$ cat config.mk
export PLATFORM = sky130hd
export DESIGN_NAME = hazard_ctrl
export DESIGN_NICKNAME = d
export VERILOG_FILES = /design/src/rtl/hazard_ctrl_pkg.sv /design/src/rtl/hazard_loaduse_cmp.sv /design/src/rtl/hazard_ctrl.sv
export SDC_FILE = /design/constraint.sdc
export NUM_CORES = 1
export LEC_CHECK = 0
export BUFFER_PORTS_ARGS = -buffer_cell sky130_fd_sc_hd__buf_2
export CAP_MARGIN = 20
export CORE_MARGIN = 2
export CORE_UTILIZATION = 45
export DETAILED_ROUTE_END_ITERATION = 8
export GPL_ROUTABILITY_DRIVEN = 0
export PLACE_DENSITY = 0.74
export SYNTH_ARGS = -nofsm -noshare
export SYNTH_HDL_FRONTEND = slang
export SYNTH_HIERARCHICAL = 1
export SYNTH_SLANG_ARGS = --single-unit
$ cat constraint.sdc
create_clock -name i_clk -period 4.4 [get_ports i_clk]
set_clock_uncertainty 0.15 [all_clocks]
set_input_delay 0.88 -clock i_clk [delete_from_list [all_inputs] [get_ports i_clk]]
set_output_delay 0.88 -clock i_clk [all_outputs]
set_load 0.005 [all_outputs]
$ cat src/rtl/hazard_ctrl_pkg.sv
// Shared encodings for the pipeline hazard sequencer: register-address width,
// PC source selects and FSM state encoding.
package hazard_ctrl_pkg;
  localparam int XADDR_W = 5;

  localparam logic [1:0] PCSEL_SEQ  = 2'd0;
  localparam logic [1:0] PCSEL_BR   = 2'd1;
  localparam logic [1:0] PCSEL_TRAP = 2'd2;

  typedef enum logic [1:0] {
    HZ_RUN        = 2'd0,
    HZ_MEM_WAIT   = 2'd1,
    HZ_TRAP_DRAIN = 2'd2
  } hz_state_e;
endpackage

$ cat src/rtl/hazard_loaduse_cmp.sv
// Combinational read-after-write compare between a producer in a later stage
// and the source operands of the ID instruction; x0 never hazards.
module hazard_loaduse_cmp
  import hazard_ctrl_pkg::*;
(
  input  logic [XADDR_W-1:0] rs1,
  input  logic [XADDR_W-1:0] rs2,
  input  logic               rs1_used,
  input  logic               rs2_used,
  input  logic [XADDR_W-1:0] rd,
  input  logic               rd_wr_en,
  input  logic               producer,
  output logic               hit
);
  logic rd_live;

  assign rd_live = producer & rd_wr_en & (rd != '0);
  assign hit     = rd_live & ((rs1_used & (rs1 == rd)) | (rs2_used & (rs2 == rd)));
endmodule

$ cat src/rtl/hazard_ctrl.sv
// Pipeline sequencer: load-use stalls, branch flushes, data-memory wait with
// timeout-to-trap, and the post-trap drain of IF/ID.
module hazard_ctrl
  import hazard_ctrl_pkg::*;
#(
  parameter int TRAP_DRAIN  = 2,
  parameter int MEM_TIMEOUT = 16
) (
  input  logic               i_clk,
  input  logic               i_rst,
  input  logic [XADDR_W-1:0] i_rs1_addr_id,
  input  logic [XADDR_W-1:0] i_rs2_addr_id,
  input  logic               i_rs1_used_id,
  input  logic               i_rs2_used_id,
  input  logic [XADDR_W-1:0] i_rd_addr_ex,
  input  logic               i_rd_wr_en_ex,
  input  logic               i_load_ex,
  input  logic               i_branch_taken_ex,
  input  logic               i_dmem_req_mem,
  input  logic               i_dmem_ack,
  input  logic               i_trap_req_mem,
  output logic               o_stall_if,
  output logic               o_stall_id,
  output logic               o_stall_ex,
  output logic               o_stall_mem,
  output logic               o_flush_id,
  output logic               o_flush_ex,
  output logic               o_flush_mem,
  output logic [1:0]         o_pc_sel,
  output logic               o_mem_fault,
  output logic [1:0]         o_state
);
  hz_state_e  state, state_nxt;
  logic [7:0] wait_cnt, wait_nxt;
  logic [3:0] drain_cnt, drain_nxt;
  logic       lu_hit;

  hazard_loaduse_cmp u_lu (
    .rs1      (i_rs1_addr_id),
    .rs2      (i_rs2_addr_id),
    .rs1_used (i_rs1_used_id),
    .rs2_used (i_rs2_used_id),
    .rd       (i_rd_addr_ex),
    .rd_wr_en (i_rd_wr_en_ex),
    .producer (i_load_ex),
    .hit      (lu_hit)
  );

  always_ff @(posedge i_clk) begin
    if (i_rst) begin
      state     <= HZ_RUN;
      wait_cnt  <= '0;
      drain_cnt <= '0;
    end else begin
      state     <= state_nxt;
      wait_cnt  <= wait_nxt;
      drain_cnt <= drain_nxt;
    end
  end

  always_comb begin
    state_nxt   = state;
    wait_nxt    = wait_cnt;
    drain_nxt   = drain_cnt;
    o_stall_if  = 1'b0;
    o_stall_id  = 1'b0;
    o_stall_ex  = 1'b0;
    o_stall_mem = 1'b0;
    o_flush_id  = 1'b0;
    o_flush_ex  = 1'b0;
    o_flush_mem = 1'b0;
    o_pc_sel    = PCSEL_SEQ;
    o_mem_fault = 1'b0;
    case (state)
      HZ_RUN: begin
        if (i_trap_req_mem) begin
          {o_flush_id, o_flush_ex, o_flush_mem} = 3'b111;
          o_pc_sel  = PCSEL_TRAP;
          state_nxt = HZ_TRAP_DRAIN;
          drain_nxt = 4'(TRAP_DRAIN - 1);
        end else if (i_dmem_req_mem && !i_dmem_ack) begin
          // Taken branch in EX is frozen along with everything else.
          {o_stall_if, o_stall_id, o_stall_ex, o_stall_mem} = 4'hf;
          o_flush_mem = 1'b1;
          state_nxt   = HZ_MEM_WAIT;
          wait_nxt    = 8'd1;
        end else if (i_branch_taken_ex) begin
          {o_flush_id, o_flush_ex} = 2'b11;
          o_pc_sel = PCSEL_BR;
        end else if (lu_hit) begin
          {o_stall_if, o_stall_id, o_flush_id} = 3'b111;
        end
      end
      HZ_MEM_WAIT: begin
        if (i_dmem_ack) begin
          state_nxt = HZ_RUN;
          wait_nxt  = '0;
        end else if (wait_cnt == 8'(MEM_TIMEOUT)) begin
          o_mem_fault = 1'b1;
          {o_flush_id, o_flush_ex, o_flush_mem} = 3'b111;
          o_pc_sel  = PCSEL_TRAP;
          state_nxt = HZ_TRAP_DRAIN;
          drain_nxt = 4'(TRAP_DRAIN - 1);
          wait_nxt  = '0;
        end else begin
          {o_stall_if, o_stall_id, o_stall_ex, o_stall_mem} = 4'hf;
          o_flush_mem = 1'b1;
          wait_nxt    = wait_cnt + 8'd1;
        end
      end
      HZ_TRAP_DRAIN: begin
        o_stall_if = 1'b1;
        o_flush_id = 1'b1;
        if (drain_cnt == '0) state_nxt = HZ_RUN;
        else                 drain_nxt = drain_cnt - 4'd1;
      end
      default: state_nxt = HZ_RUN;
    endcase
    // Reset holds every stage in bubble regardless of the registered state.
    if (i_rst) begin
      {o_stall_if, o_stall_id, o_stall_ex, o_stall_mem} = 4'h0;
      {o_flush_id, o_flush_ex, o_flush_mem} = 3'b111;
      o_pc_sel    = PCSEL_SEQ;
      o_mem_fault = 1'b0;
    end
  end

  assign o_state = state;
endmodule
-- After elaboration in Yosys (flattened, before gate mapping)
Index checks and enable logic that the tools add are counted.
- register bits after elaboration: 14
- latch bits: 0
- memories kept: 0
- bits in writable memories: 0
- bits in read-only memories: 0
- output and inout bits: 12
- bits of input ports: 25
- $mul: 0
- $lt $le $gt $ge: 0
- add/sub/neg operators: 2
- mux-type cells: 55
- eq/ne operators: 14
- reductions and logical operators: 10
- bitwise operators: 6
- shift operators: 0
- div/mod/pow operators: 0
- operators with widths (cell ; count):
    $mux W8 ; 4
    $mux W1 ; 28
    $mux W2 ; 9
    $mux W4 ; 4
    $pmux W8 S2 ; 1
    $ne A2 B2 Y1 const B ; 7
    $pmux W4 S3 ; 1
    $eq A5 B5 Y1 ; 2
    $add A8 B1 Y8 const B ; 1
    $eq A8 B5 Y1 const B ; 1
    $pmux W1 S2 ; 4
    $ne A3 B3 Y1 const B ; 2
    $pmux W1 S3 ; 2
    $pmux W2 S3 ; 1
    $reduce_and A3 Y1 ; 2
    $and A1 B1 Y1 ; 5
    $reduce_and A5 Y1 ; 1
    $reduce_bool A5 Y1 ; 1
    $logic_not A4 Y1 ; 1
    $pmux W2 S2 ; 1
    $sub A4 B1 Y4 const B ; 1
    $reduce_bool A3 Y1 ; 1
    $eq A2 B1 Y1 const B ; 1
    $eq A2 B2 Y1 const B ; 1
    5 further kinds ; 5

-- Depth between registers and ports, before layout
Gate-level depths: netlist of the first run.
- depth in word-level cells: 10
- depth in mapped cells: 7
- mapped depth without buffers: 7

-- Cells and area by module
Netlist of the first run, hierarchy kept.
- modules (own cells, without submodules) (module ; times used ; area each (um^2) ; cells each):
    hazard_ctrl ; 1 ; 908.4 ; 111
    hazard_loaduse_cmp ; 1 ; 135.1 ; 17

-- Least setup slack after synthesis of the first run
OpenSTA, ideal clock, no wires.
- path type: in2out
- start: input i_rd_addr_ex[3]
- end: output o_flush_id
- path buffers: 0
- stages on the path: 6
- data arrival time: 2.095 ns
- setup slack: 1.275 ns
- required time: 3.370 ns
- cell sequence: or4_1 -> o211ai_2 -> a21oi_1 -> or2_2 -> a21oi_1 -> o211ai_1
- longest elaborated chain between the ends: 10
- ends and longest elaborated chain (item ; RTL line ; RTL):
    start: declaration ; hazard_ctrl.sv:15 ; input logic [XADDR_W-1:0] i_rd_addr_ex,
    $eq A5 B5 Y1 ; hazard_loaduse_cmp.sv:18 ; assign hit = rd_live & ((rs1_used & (rs1 == rd)) | (rs2_used & (rs2 == rd)));
    $and A1 B1 Y1 ; hazard_loaduse_cmp.sv:18 ;
    $or A1 B1 Y1 ; hazard_loaduse_cmp.sv:18 ;
    $and A1 B1 Y1 (*) ; hazard_loaduse_cmp.sv:18 ;
    via lu_hit ; hazard_ctrl.sv:36 ; logic lu_hit;
    $mux W1 (*) ; hazard_ctrl.sv:90 ; end else if (lu_hit) begin
    $mux W1 (*) ; hazard_ctrl.sv:87 ; end else if (i_branch_taken_ex) begin
    $mux W1 (*) ; hazard_ctrl.sv:81 ; end else if (i_dmem_req_mem && !i_dmem_ack) begin
    $mux W1 (*) ; hazard_ctrl.sv:76 ; if (i_trap_req_mem) begin
    $pmux W1 S3 (*) ; hazard_ctrl.sv:74 ; case (state)
    $mux W1 (*) ; hazard_ctrl.sv:120 ; if (i_rst) begin
    end: declaration ; hazard_ctrl.sv:26 ; output logic o_flush_id,
The timed path passes the listed nets; every way through them passes the cells marked *.

-- Worst setup path after layout of the first run
- start: input i_rd_addr_ex[0]
- end: output o_stall_if
- longest elaborated chain between the ends: 10
- ends and longest elaborated chain (item ; RTL line ; RTL):
    $eq A5 B5 Y1 ; hazard_loaduse_cmp.sv:18 ;
    $and A1 B1 Y1 ; hazard_loaduse_cmp.sv:18 ;
    $or A1 B1 Y1 ; hazard_loaduse_cmp.sv:18 ;
    $and A1 B1 Y1 (*) ; hazard_loaduse_cmp.sv:18 ;
    via lu_hit ; hazard_ctrl.sv:36 ;
    $mux W1 (*) ; hazard_ctrl.sv:90 ;
    $mux W1 (*) ; hazard_ctrl.sv:87 ;
    $mux W1 (*) ; hazard_ctrl.sv:81 ;
    $mux W1 (*) ; hazard_ctrl.sv:76 ;
    $pmux W1 S3 (*) ; hazard_ctrl.sv:74 ;
    $mux W1 (*) ; hazard_ctrl.sv:120 ;
    end: declaration ; hazard_ctrl.sv:22 ; output logic o_stall_if,
Marks and branches as above.

==> results.ini, run 1 <==
[placed_design]
dp_hpwl_um = 1870
io_buffers = 36

[final_layout]
final_nets = 193
syn_to_final_growth_pct = 22.2
final_core_util_pct = 57.6
diodes = 0
drive_above_1_share_pct = 29.3
fill_cells = 217

[synth]
synthXorXnorAreaFrac_pct = 11.8
synthSimpleGateAreaFrac_pct = 27.5
netlist_instances = 128
synth-seq-cells = 14
syn_area_mm2 = 0.00104
synth_fa_ha_area_share_pct = 3.60
ys_seq_area_share_pct = 26.9
syn_area_per_cell_um2 = 8.15
ys.flop_type = dfxtp_1
synth_edf_count = 0
async_reset_ff_share_pct = 0
synthMuxAreaShare_pct = 0
synth-compound-area-share_pct = 25.2
synth_warnings = 6
synth_nets = 156
synth_top_family_by_area = simple AND/OR/NAND/NOR gates
netlist-cell-type-count = 46

[cts]
ctsHtreeMaxLevel = 1
clk_pin_slew_ns = 0.08
clockBufferDepth = 2
cts_made_buffers = 3
postCtsSetupBuffers = 0
cts_tree = yes
cts-resized-gates = 0
holdBufCountCts = 0
clock_latency_ns = 0.28
root_buffer = clkbuf_4
clock-sinks = 14

[setup_path]
cpMaxStageDelayCell = nor4_1
r2r-end = wait_cnt[6]
cp_top_family = compound AO/OA/AOI/OAI gates
reg2reg_depth = 4
start_kind = primary input
critPathArrivalTime_ns = 2.45
reg2reg_from = o_state[0]
crit_fanout = 3
r2r_slack_ns = 2.34
path_class = primary input to output pin
required_ns = 3.37
cp_num_buf_inv = 3
end_kind = output pin
cp.depth = 9
critical-path-max-stage-delay_ns = 0.33
cp_cell_sequence = buf_2, xor2_1, nor4_1, nand3_1, a21oi_1, inv_1, o31a_1, o21ai_0, buf_2
crit_top_cell = buf_2

[pwr]
p_leak_nw = 0.540
switching_power_uw = 85.2
power.density_mw_per_mm2 = 233
p_seq_share_pct = 45.9
vdd.ir_drop.worst_mv = 0.202
p_comb_share_pct = 22.9
internal_power_uw = 212
clkPwrFrac_pct = 31.2
p_sw_share_pct = 28.6

[hold_path]
whs_path_depth = 2
hp-class = flop to flop
hold_end = wait_cnt[1]
min_from = wait_cnt[1]

[grt]
gr-total-overflow = 0
antenna_found_initial = 0
grt_max_degree = 16
grt_pass1_wl_um = 4150
grt_use_total_pct = 20.4
grt_pass1_vias = 972

[timing]
fin_crit_ns = 3.48
finalHoldViolations = 0
rsz0062_at_grt = false
tightestPinTransition_ns = 0.526
drv_slew = 0
slew_headroom_pct = 64.7
setup-tns-final_ns = 0
whs_ns = 0.367
finalCritPeriodShare_pct = 79.0
fmax_mhz = 288
setup_viol = 0

[floorplan]
dieArea_mm2 = 0.00272
num_rows = 17
initial_core_util_pct = 47.2
core-area_mm2 = 0.00221
die_w_um = 52.2
io-pin-count = 37
dieHeight_um = 52.2

[drt]
drcViolationCount = 0
dr.pass1.iters = 4
vias_per_cell = 5.66
vias = 1087
drtAntennaViolNets = 0
drt_wl_total_um = 2460
wl_per_cell_um = 12.8
first_iter_violations = 24

[job]
maxCapViolCount = 0

[outcome]
status = complete, no violations

## cells by family (layout without fill, tap and decap cells)
family / Yosys count / in the layout
compound gates: 37 / 37
simple gates: 47 / 47
buf+inv: 13 / 49
flops: 14 / 14
xor+xnor: 14 / 14
fa+ha+maj: 3 / 3
## worst register-to-register path: stages, from the launching register on
cell     delay [ns]
dfxtp_1        0.57
nor2b_1        0.47
o21ai_2        0.15
or4_4          0.53
a21oi_2        0.13
## layout make-up
class	count	area, um^2	area share, %
flip-flops and latches	14	280	22.0
well taps	28	35.0	2.75
inverters	9	33.8	2.65
clock buffers	4	36.3	2.85
multi-input cells	101	709	55.6
repair buffers	36	180	14.1
## sequential cells by signal, indices dropped and copies added (netlist names)
signal / cells
drain_cnt: 4
o_state: 2
wait_cnt: 8
## Yosys cell counts (all sizes together) (2+ instances only)
cell     count  share of area, %
dfxtp       14                27
xor2        12                10
a21oi        9               4.7
inv          9               3.2
nor2         9               3.2
o21ai        9               4.7
nand2        6               2.2
nand2b       4               2.4
nand3        4               1.9
nor3         4               1.9
nor4         4               2.4
a31oi        3               2.4
ha           3               3.6
nor3b        3               2.2
o211ai       3               2.6
or3          3               1.8
buf          2               1.2
clkbuf       2              0.72
nor2b        2               1.2
nor4b        2               3.7
o2111ai      2               1.7
or4          2               1.8
xnor2        2               1.7
## worst max-delay path by stage
stage | slack, ns | to | start
finish | 0.92 | o_stall_if | i_rd_addr_ex[0]
global route | 0.79 | o_stall_if | i_rd_addr_ex[2]
CTS | 0.93 | o_stall_if | i_rd_addr_ex[0]
detailed placement | 0.93 | o_stall_if | i_rd_addr_ex[0]
global placement | 0.98 | o_flush_id | i_rd_addr_ex[3]
floorplan | 1.28 | o_flush_id | i_rd_addr_ex[3]
## power by group through the flow
stage / Combinational [mW] / Clock (mW) / Sequential, mW
floorplan: 0.0428 / 0 / 0.136
global placement: 0.0659 / 0 / 0.139
detailed placement: 0.0679 / 0 / 0.139
CTS: 0.0682 / 0.0953 / 0.136
global route: 0.0768 / 0.104 / 0.137
finish: 0.0681 / 0.0928 / 0.137
## layout by cell type (no fill, tap or decap), types with 2 or more instances in the layout
cell type | netlist | final
a21oi_1 | 8 | 8
a31oi_1 | 2 | 2
buf_2 | 1 | 36
clkbuf_4 | 0 | 3
dfxtp_1 | 14 | 14
ha_1 | 3 | 3
inv_1 | 9 | 9
nand2_1 | 6 | 6
nand2b_1 | 4 | 4
nand3_1 | 4 | 4
nor2_1 | 9 | 9
nor2b_1 | 2 | 2
nor3_1 | 4 | 4
nor3b_1 | 3 | 3
nor4_1 | 4 | 4
o2111ai_1 | 2 | 2
o211ai_1 | 2 | 2
o21ai_0 | 6 | 6
o21ai_1 | 2 | 2
or3_1 | 3 | 3
xnor2_1 | 2 | 2
xor2_1 | 12 | 12
## through the flow
stage	power, mW	instances	instance area [um^2]	worst slack, ns
finish	0.297	192	1270	0.923
global route	0.318	192	1270	0.788
CTS	0.300	192	1270	0.934
detailed placement	0.207	188	1240	0.930
global placement	0.205	188	1240	0.981
floorplan	0.179	128	1040	1.28
## per-layer routing
metal	routed length, um	part of all wire [%]	vias up	GRT usage [%]
met3	109	4.4	4	6.32
met4	18	0.73	0	5.98
met5	0	0	-	0
met2	1220	49	23	35.0
li1	-	-	546	-
met1	1110	45	514	24.2
Power figures use the tool's default switching activity.
==> run 2, diff against run 1 <==
--- a/config.mk
+++ b/config.mk
@@ -8,10 +8,10 @@
 export BUFFER_PORTS_ARGS = -buffer_cell sky130_fd_sc_hd__buf_2
 export CAP_MARGIN = 20
 export CORE_MARGIN = 2
-export CORE_UTILIZATION = 45
+export CORE_UTILIZATION = 44
 export DETAILED_ROUTE_END_ITERATION = 8
 export GPL_ROUTABILITY_DRIVEN = 0
-export PLACE_DENSITY = 0.74
+export PLACE_DENSITY = 0.76
 export SYNTH_ARGS = -nofsm -noshare
 export SYNTH_HDL_FRONTEND = slang
 export SYNTH_HIERARCHICAL = 1
==> constraint.sdc (replaced) <==
create_clock -name i_clk -period 3.05 [get_ports i_clk]
set_clock_uncertainty 0.15 [all_clocks]
set_input_delay 0.61 -clock i_clk [delete_from_list [all_inputs] [get_ports i_clk]]
set_output_delay 0.61 -clock i_clk [all_outputs]
set_load 0.005 [all_outputs]
==> run 2 against run 1 <==
Compared with the run above:
- register-to-register slack worse by 1.4 ns
- wire length up 4.4%
- utilization down 0.55 points
- setup slack worse by 0.82 ns
- flip-flop and latch count unchanged
- cell area unchanged
- cell count unchanged
- sequential power up 44%
- critical path type unchanged
==> results.ini, run 2 (synthesis results as in run 1) <==
[outcome]
status = complete, no violations  ; unchanged

[final_layout]
fill_cells = 222  ; was 217
diodes = 0  ; unchanged
finalInstanceArea_mm2 = 0.00127  ; unchanged
final_nets = 193  ; unchanged
final_cell_mix = buf_2 (36), dfxtp_1 (14), xor2_1 (12), inv_1 (9), nor2_1 (9)  ; unchanged
final_core_util_pct = 57.1  ; was 57.6%
finalNonFillerCells = 192  ; unchanged
final_common_cell = buf_2  ; unchanged
regMostFlops = wait_cnt  ; unchanged
drive_above_1_share_pct = 29.3  ; unchanged
syn_to_final_growth_pct = 22.2  ; unchanged
largest_reg_flops = 8  ; unchanged

[grt]
grt_pass1_wl_um = 4440  ; was 4150 um
grt_use_total_pct = 21.4  ; was 20.4%
gr-total-overflow = 0  ; unchanged
antenna_found_initial = 0  ; unchanged
grt_max_degree = 16  ; unchanged
grt_pass1_vias = 1048  ; was 972

[hold_path]
whs_path_depth = 2  ; unchanged
hp-class = flop to flop  ; unchanged

[drt]
dr.pass1.iters = 4  ; unchanged
wl_per_cell_um = 13.4  ; was 12.8 um
drcViolationCount = 0  ; unchanged
vias_per_cell = 5.57  ; was 5.66
vias = 1070  ; was 1087
drt_wl_total_um = 2570  ; was 2460 um
first_iter_violations = 31  ; was 24
drtAntennaViolNets = 0  ; unchanged

[setup_path]
cp_cell_sequence = buf_2, xor2_1, nor4_1, nand3_1, a21oi_1, inv_1, o31a_1, o21ai_0, buf_2  ; unchanged
end_kind = output pin  ; unchanged
critPathArrivalTime_ns = 2.19  ; was 2.45 ns
required_ns = 2.29  ; was 3.37 ns
start_kind = primary input  ; unchanged
cpMaxStageDelayCell = nor4_1  ; unchanged
crit_top_cell = buf_2  ; unchanged
path_class = primary input to output pin  ; unchanged
crit_fanout = 3  ; unchanged
reg2reg_depth = 4  ; unchanged
critical-path-max-stage-delay_ns = 0.36  ; was 0.33 ns

[placed_design]
numPlacedInstances = 188  ; unchanged
io_buffers = 36  ; unchanged
place_area_mm2 = 0.00124  ; unchanged
dp_hpwl_um = 1970  ; was 1870 um
place_ws_ns = 0.134  ; was 0.930 ns

[cts]
clk_pin_slew_ns = 0.09  ; was 0.08 ns
clock-sinks = 14  ; unchanged
cts_made_buffers = 3  ; unchanged
postCtsSetupBuffers = 0  ; unchanged
ctsHtreeMaxLevel = 1  ; unchanged
clock_latency_ns = 0.28  ; about the same
cts-resized-gates = 0  ; unchanged
holdBufCountCts = 0  ; unchanged
cts_tree = yes  ; unchanged
root_buffer = clkbuf_4  ; unchanged
clockBufferDepth = 2  ; unchanged

[timing]
drv_slew = 0  ; unchanged
tightestPinTransition_ns = 0.593  ; was 0.526 ns
rsz0062_at_grt = false  ; unchanged
fin_crit_ns = 2.95
finalCritPeriodShare_pct = 96.7
setup_viol = 0  ; unchanged
whs_ns = 0.376  ; was 0.367 ns
finalWorstSetupSlack_ns = 0.102  ; was 0.923 ns
slew_headroom_pct = 60.2  ; was 64.7%
fmax_mhz = 339
setup-tns-final_ns = 0  ; unchanged
finalHoldViolations = 0  ; unchanged

[floorplan]
io-pin-count = 37  ; unchanged
die_w_um = 52.7  ; was 52.2 um
core-area_mm2 = 0.00223  ; was 0.00221 mm^2
num_rows = 17  ; unchanged
initial_core_util_pct = 46.7  ; was 47.2%
dieArea_mm2 = 0.00278  ; was 0.00272 mm^2
dieHeight_um = 52.7  ; was 52.2 um

[pwr]
switching_power_uw = 128  ; was 85.2 uW
p_sw_share_pct = 29.4  ; was 28.6%
clkPwrFrac_pct = 31.4  ; was 31.2%
p_leak_nw = 0.540  ; unchanged
p_total_uw = 434  ; was 297 uW
p_comb_share_pct = 23.1  ; was 22.9%
internal_power_uw = 306  ; was 212 uW
vdd.ir_drop.worst_mv = 0.185  ; was 0.202 mV
power.density_mw_per_mm2 = 340  ; was 233 mW/mm^2
p_seq_share_pct = 45.5  ; was 45.9%

[job]
maxCapViolCount = 0  ; unchanged

==> run 2: metal layers <==
layer / vias up / GRT usage (%) / share of wire (%)
li1: 547 / - / -
met1: 496 / 25.8 / 46
met2: 21 / 35.6 / 48
met3: 6 / 3.14 / 3.3
met4: 0 / 12.8 / 2.0
met5: - / 0 / 0
==> run 2: power groups by stage <==
stage / clock network [mW] / registers [mW] / logic (mW)
after CTS: 0.141 / 0.197 / 0.100
after detailed placement: 0 / 0.202 / 0.0990
final: 0.136 / 0.197 / 0.100
after global routing: 0.147 / 0.198 / 0.112
after global placement: 0 / 0.201 / 0.0958
after floorplan: 0 / 0.197 / 0.0617
==> run 2: area by class of cell <==
class,instances,area (um^2),area share [%]
well taps,28,35.0,2.75
flip-flops and latches,14,280,22.0
clock buffers,4,36.3,2.85
multi-input cells,101,709,55.6
inverters,9,33.8,2.65
repair buffers,36,180,14.1
==> run 2: final timing paths <==
kind / start / to / slack, ns
worst min-delay path: wait_cnt[7] / wait_cnt[7] / 0.38
worst max-delay path: i_rd_addr_ex[0] / o_stall_if / 0.10
worst min register to register: wait_cnt[7] / wait_cnt[7] / 0.38
worst max register to register: o_state[0] / wait_cnt[5] / 0.97
==> run 2: critical path, delay by kind of cell <==
family,cells,cell delay [ns]
xor+xnor,1,0.15
compound gates,3,0.60
simple gates,2,0.48
buf+inv,3,0.34
==> run 3, diff against run 2 <==
--- a/config.mk
+++ b/config.mk
@@ -8,10 +8,12 @@
 export BUFFER_PORTS_ARGS = -buffer_cell sky130_fd_sc_hd__buf_2
 export CAP_MARGIN = 20
 export CORE_MARGIN = 2
-export CORE_UTILIZATION = 44
+export CORE_UTILIZATION = 45
+export CTS_BUF_LIST = sky130_fd_sc_hd__clkbuf_8
 export DETAILED_ROUTE_END_ITERATION = 8
 export GPL_ROUTABILITY_DRIVEN = 0
-export PLACE_DENSITY = 0.76
+export GPL_TIMING_DRIVEN = 0
+export PLACE_DENSITY = 0.77
 export SYNTH_ARGS = -nofsm -noshare
 export SYNTH_HDL_FRONTEND = slang
 export SYNTH_HIERARCHICAL = 1
==> run 3 against run 2 <==
Compared with the run above:
- die area is 2.1% lower
- wire length is 0.66% higher
- clock power is 34% higher
- sequential share of layout area is 0.91 points lower
- global-route usage is 1.2 points lower
- power is 12% higher
- non-clock buffer count is 4 higher
- cell area is 4.3% higher
- clock-buffer cell count stayed put
- register-to-register slack better by 0.10 ns
- flip-flop and latch count stayed put
- setup slack better by 0.027 ns
- critical path type unchanged
- highest routed layer unchanged
==> results.ini, run 3 (synthesis results as in run 1) <==
[final_layout]
syn_to_final_growth_pct = 27.5  ; was 22.2%
final_nets = 197  ; was 193
seq_area_um2 = 280  ; unchanged
multi_input_area_um2 = 726  ; was 709 um^2
regMostFlops = wait_cnt  ; unchanged
fill_cells = 195  ; was 222
finalNonFillerCells = 196  ; was 192
finalInstanceArea_mm2 = 0.00133  ; was 0.00127 mm^2
diodes = 0  ; unchanged
largest_reg_flops = 8  ; unchanged
final_common_cell = buf_2  ; unchanged
drive_above_1_share_pct = 31.5  ; was 29.3%
final_cell_mix = buf_2 (37), dfxtp_1 (14), xor2_1 (12), inv_1 (9), nor2_1 (9)  ; was buf_2 (36), dfxtp_1 (14), xor2_1 (12), inv_1 (9), nor2_1 (9)

[setup_path]
cp_cell_sequence = buf_2, or4_1, o211ai_2, a21oi_2, or2_2, a21oi_1, o211ai_1, buf_2  ; was buf_2, xor2_1, nor4_1, nand3_1, a21oi_1, inv_1, o31a_1, o21ai_0, buf_2
crit_top_cell = buf_2  ; unchanged
path_class = primary input to output pin  ; unchanged
critical-path-max-stage-delay_ns = 0.55  ; was 0.36 ns
critPathArrivalTime_ns = 2.16  ; was 2.19 ns
end_kind = output pin  ; unchanged
crit_fanout = 3  ; unchanged
required_ns = 2.29  ; about the same
start_kind = primary input  ; unchanged
r2r_slack_ns = 1.07  ; was 0.97 ns
cpMaxStageDelayCell = or4_1  ; was nor4_1

[cts]
clock_latency_ns = 0.25  ; was 0.28 ns
clock-sinks = 14  ; unchanged
root_buffer = clkbuf_8  ; was clkbuf_4
postCtsSetupBuffers = 0  ; unchanged
cts_tree = yes  ; unchanged
clockBufferDepth = 2  ; unchanged
cts_made_buffers = 3  ; unchanged
ctsHtreeMaxLevel = 1  ; unchanged
clk_pin_slew_ns = 0.05  ; was 0.09 ns

[pwr]
vdd.ir_drop.worst_mv = 0.471  ; was 0.185 mV
p_leak_nw = 0.562  ; was 0.540 nW
power.density_mw_per_mm2 = 364  ; was 340 mW/mm^2

[drt]
dr.pass1.iters = 4  ; unchanged
met1_length_um = 1150  ; was 1190 um
dr.max_layer_used = met4  ; unchanged
vias = 1096  ; was 1070
wl_met2_um = 1300  ; was 1230 um
wl_per_cell_um = 13.2  ; was 13.4 um
routed-wl-met3_um = 122  ; was 85 um
vias_per_cell = 5.59  ; was 5.57
drcViolationCount = 0  ; unchanged
drt_wl_total_um = 2580  ; was 2570 um
drtAntennaViolNets = 0  ; unchanged
first_iter_violations = 27  ; was 31

[grt]
gr-total-overflow = 0  ; unchanged
grt_pass1_vias = 989  ; was 1048
grt_max_degree = 11  ; was 16
grt_use_total_pct = 20.2  ; was 21.4%
grt_pass1_wl_um = 4190  ; was 4440 um
antenna_found_initial = 0  ; unchanged

[timing]
finalWorstSetupSlack_ns = 0.129  ; was 0.102 ns
finalHoldViolations = 0  ; unchanged
setup-tns-final_ns = 0  ; unchanged
finalCritPeriodShare_pct = 95.8  ; was 96.7%
rsz0062_at_grt = false  ; unchanged
setup_viol = 0  ; unchanged
fin_crit_ns = 2.92  ; was 2.95 ns
whs_ns = 0.365  ; was 0.376 ns
drv_slew = 0  ; unchanged
slew_headroom_pct = 63.7  ; was 60.2%
tightestPinTransition_ns = 0.540  ; was 0.593 ns
fmax_mhz = 342  ; was 339 MHz

[job]
maxCapViolCount = 0  ; unchanged

[placed_design]
place_ws_ns = 0.101  ; was 0.134 ns
place_area_mm2 = 0.00126  ; was 0.00124 mm^2
dp_hpwl_um = 2010  ; was 1970 um
numPlacedInstances = 192  ; was 188
io_buffers = 36  ; unchanged

[hold_path]
hp-class = flop to flop  ; unchanged

[floorplan]
dieArea_mm2 = 0.00272  ; was 0.00278 mm^2
initial_core_util_pct = 47.2  ; was 46.7%
io-pin-count = 37  ; unchanged
dieHeight_um = 52.2  ; was 52.7 um
die_w_um = 52.2  ; was 52.7 um
core-area_mm2 = 0.00221  ; was 0.00223 mm^2
num_rows = 17  ; unchanged

[outcome]
status = complete, no violations  ; unchanged

## run 3: cell types whose count changed in the layout (fill, tap and decap cells not counted)
cell / previous run / this run
a21oi_1: 8 / 7
a21oi_2: 1 / 2
buf_2: 36 / 37
buf_4: 0 / 1
clkbuf_1: 0 / 2
clkbuf_4: 3 / 0
clkbuf_8: 1 / 4
nor4_1: 4 / 2
nor4_2: 0 / 2
## run 3: area by class of cell
| class | count | area share [%] |
|---|---|---|
| inverters | 9 | 2.54 |
| multi-input cells | 101 | 54.6 |
| repair buffers | 36 | 13.5 |
| well taps | 28 | 2.63 |
| plain buffers | 4 | 1.51 |
| flip-flops and latches | 14 | 21.1 |
| clock buffers | 4 | 4.14 |
## run 3: worst max-delay path: cells and delay by family
kind | cells | cell delay [ns]
buf+inv | 2 | 0.28
compound gates | 4 | 0.46
simple gates | 2 | 0.82
## run 3: power breakdown
group          switching (mW)  internal (mW)
Combinational          0.0605         0.0479
Sequential            0.00574          0.188
Clock                  0.0672          0.114
## run 3: through the flow
| stage | util (%) | power, mW |
|---|---|---|
| after detailed placement | 56.9 | 0.302 |
| final | 60.1 | 0.484 |
| after CTS | 59.4 | 0.486 |
| after global routing | 60.1 | 0.511 |
| after global placement | 56.9 | 0.298 |
| after floorplan | - | 0.259 |
## run 3: worst paths after layout
| check | cells after the start | from | to |
|---|---|---|---|
| setup reg to reg | 6 | wait_cnt[0] | drain_cnt[1] |
| hold / removal | 2 | wait_cnt[1] | wait_cnt[1] |
| hold reg to reg | 2 | wait_cnt[1] | wait_cnt[1] |
| setup / recovery | 8 | i_rd_addr_ex[3] | o_flush_id |
## run 3: repair_timing
action,in CTS,in global routing
hold buffers,0,0
endpoints found under the setup margin,0,2
resized for setup,0,3
## run 3: per-layer routing
| layer | GRT usage (%) | vias up |
|---|---|---|
| met1 | 25.6 | 515 |
| met5 | 0 | - |
| met2 | 34.2 | 24 |
| li1 | - | 555 |
| met3 | 6.32 | 2 |
| met4 | 3.42 | 0 |
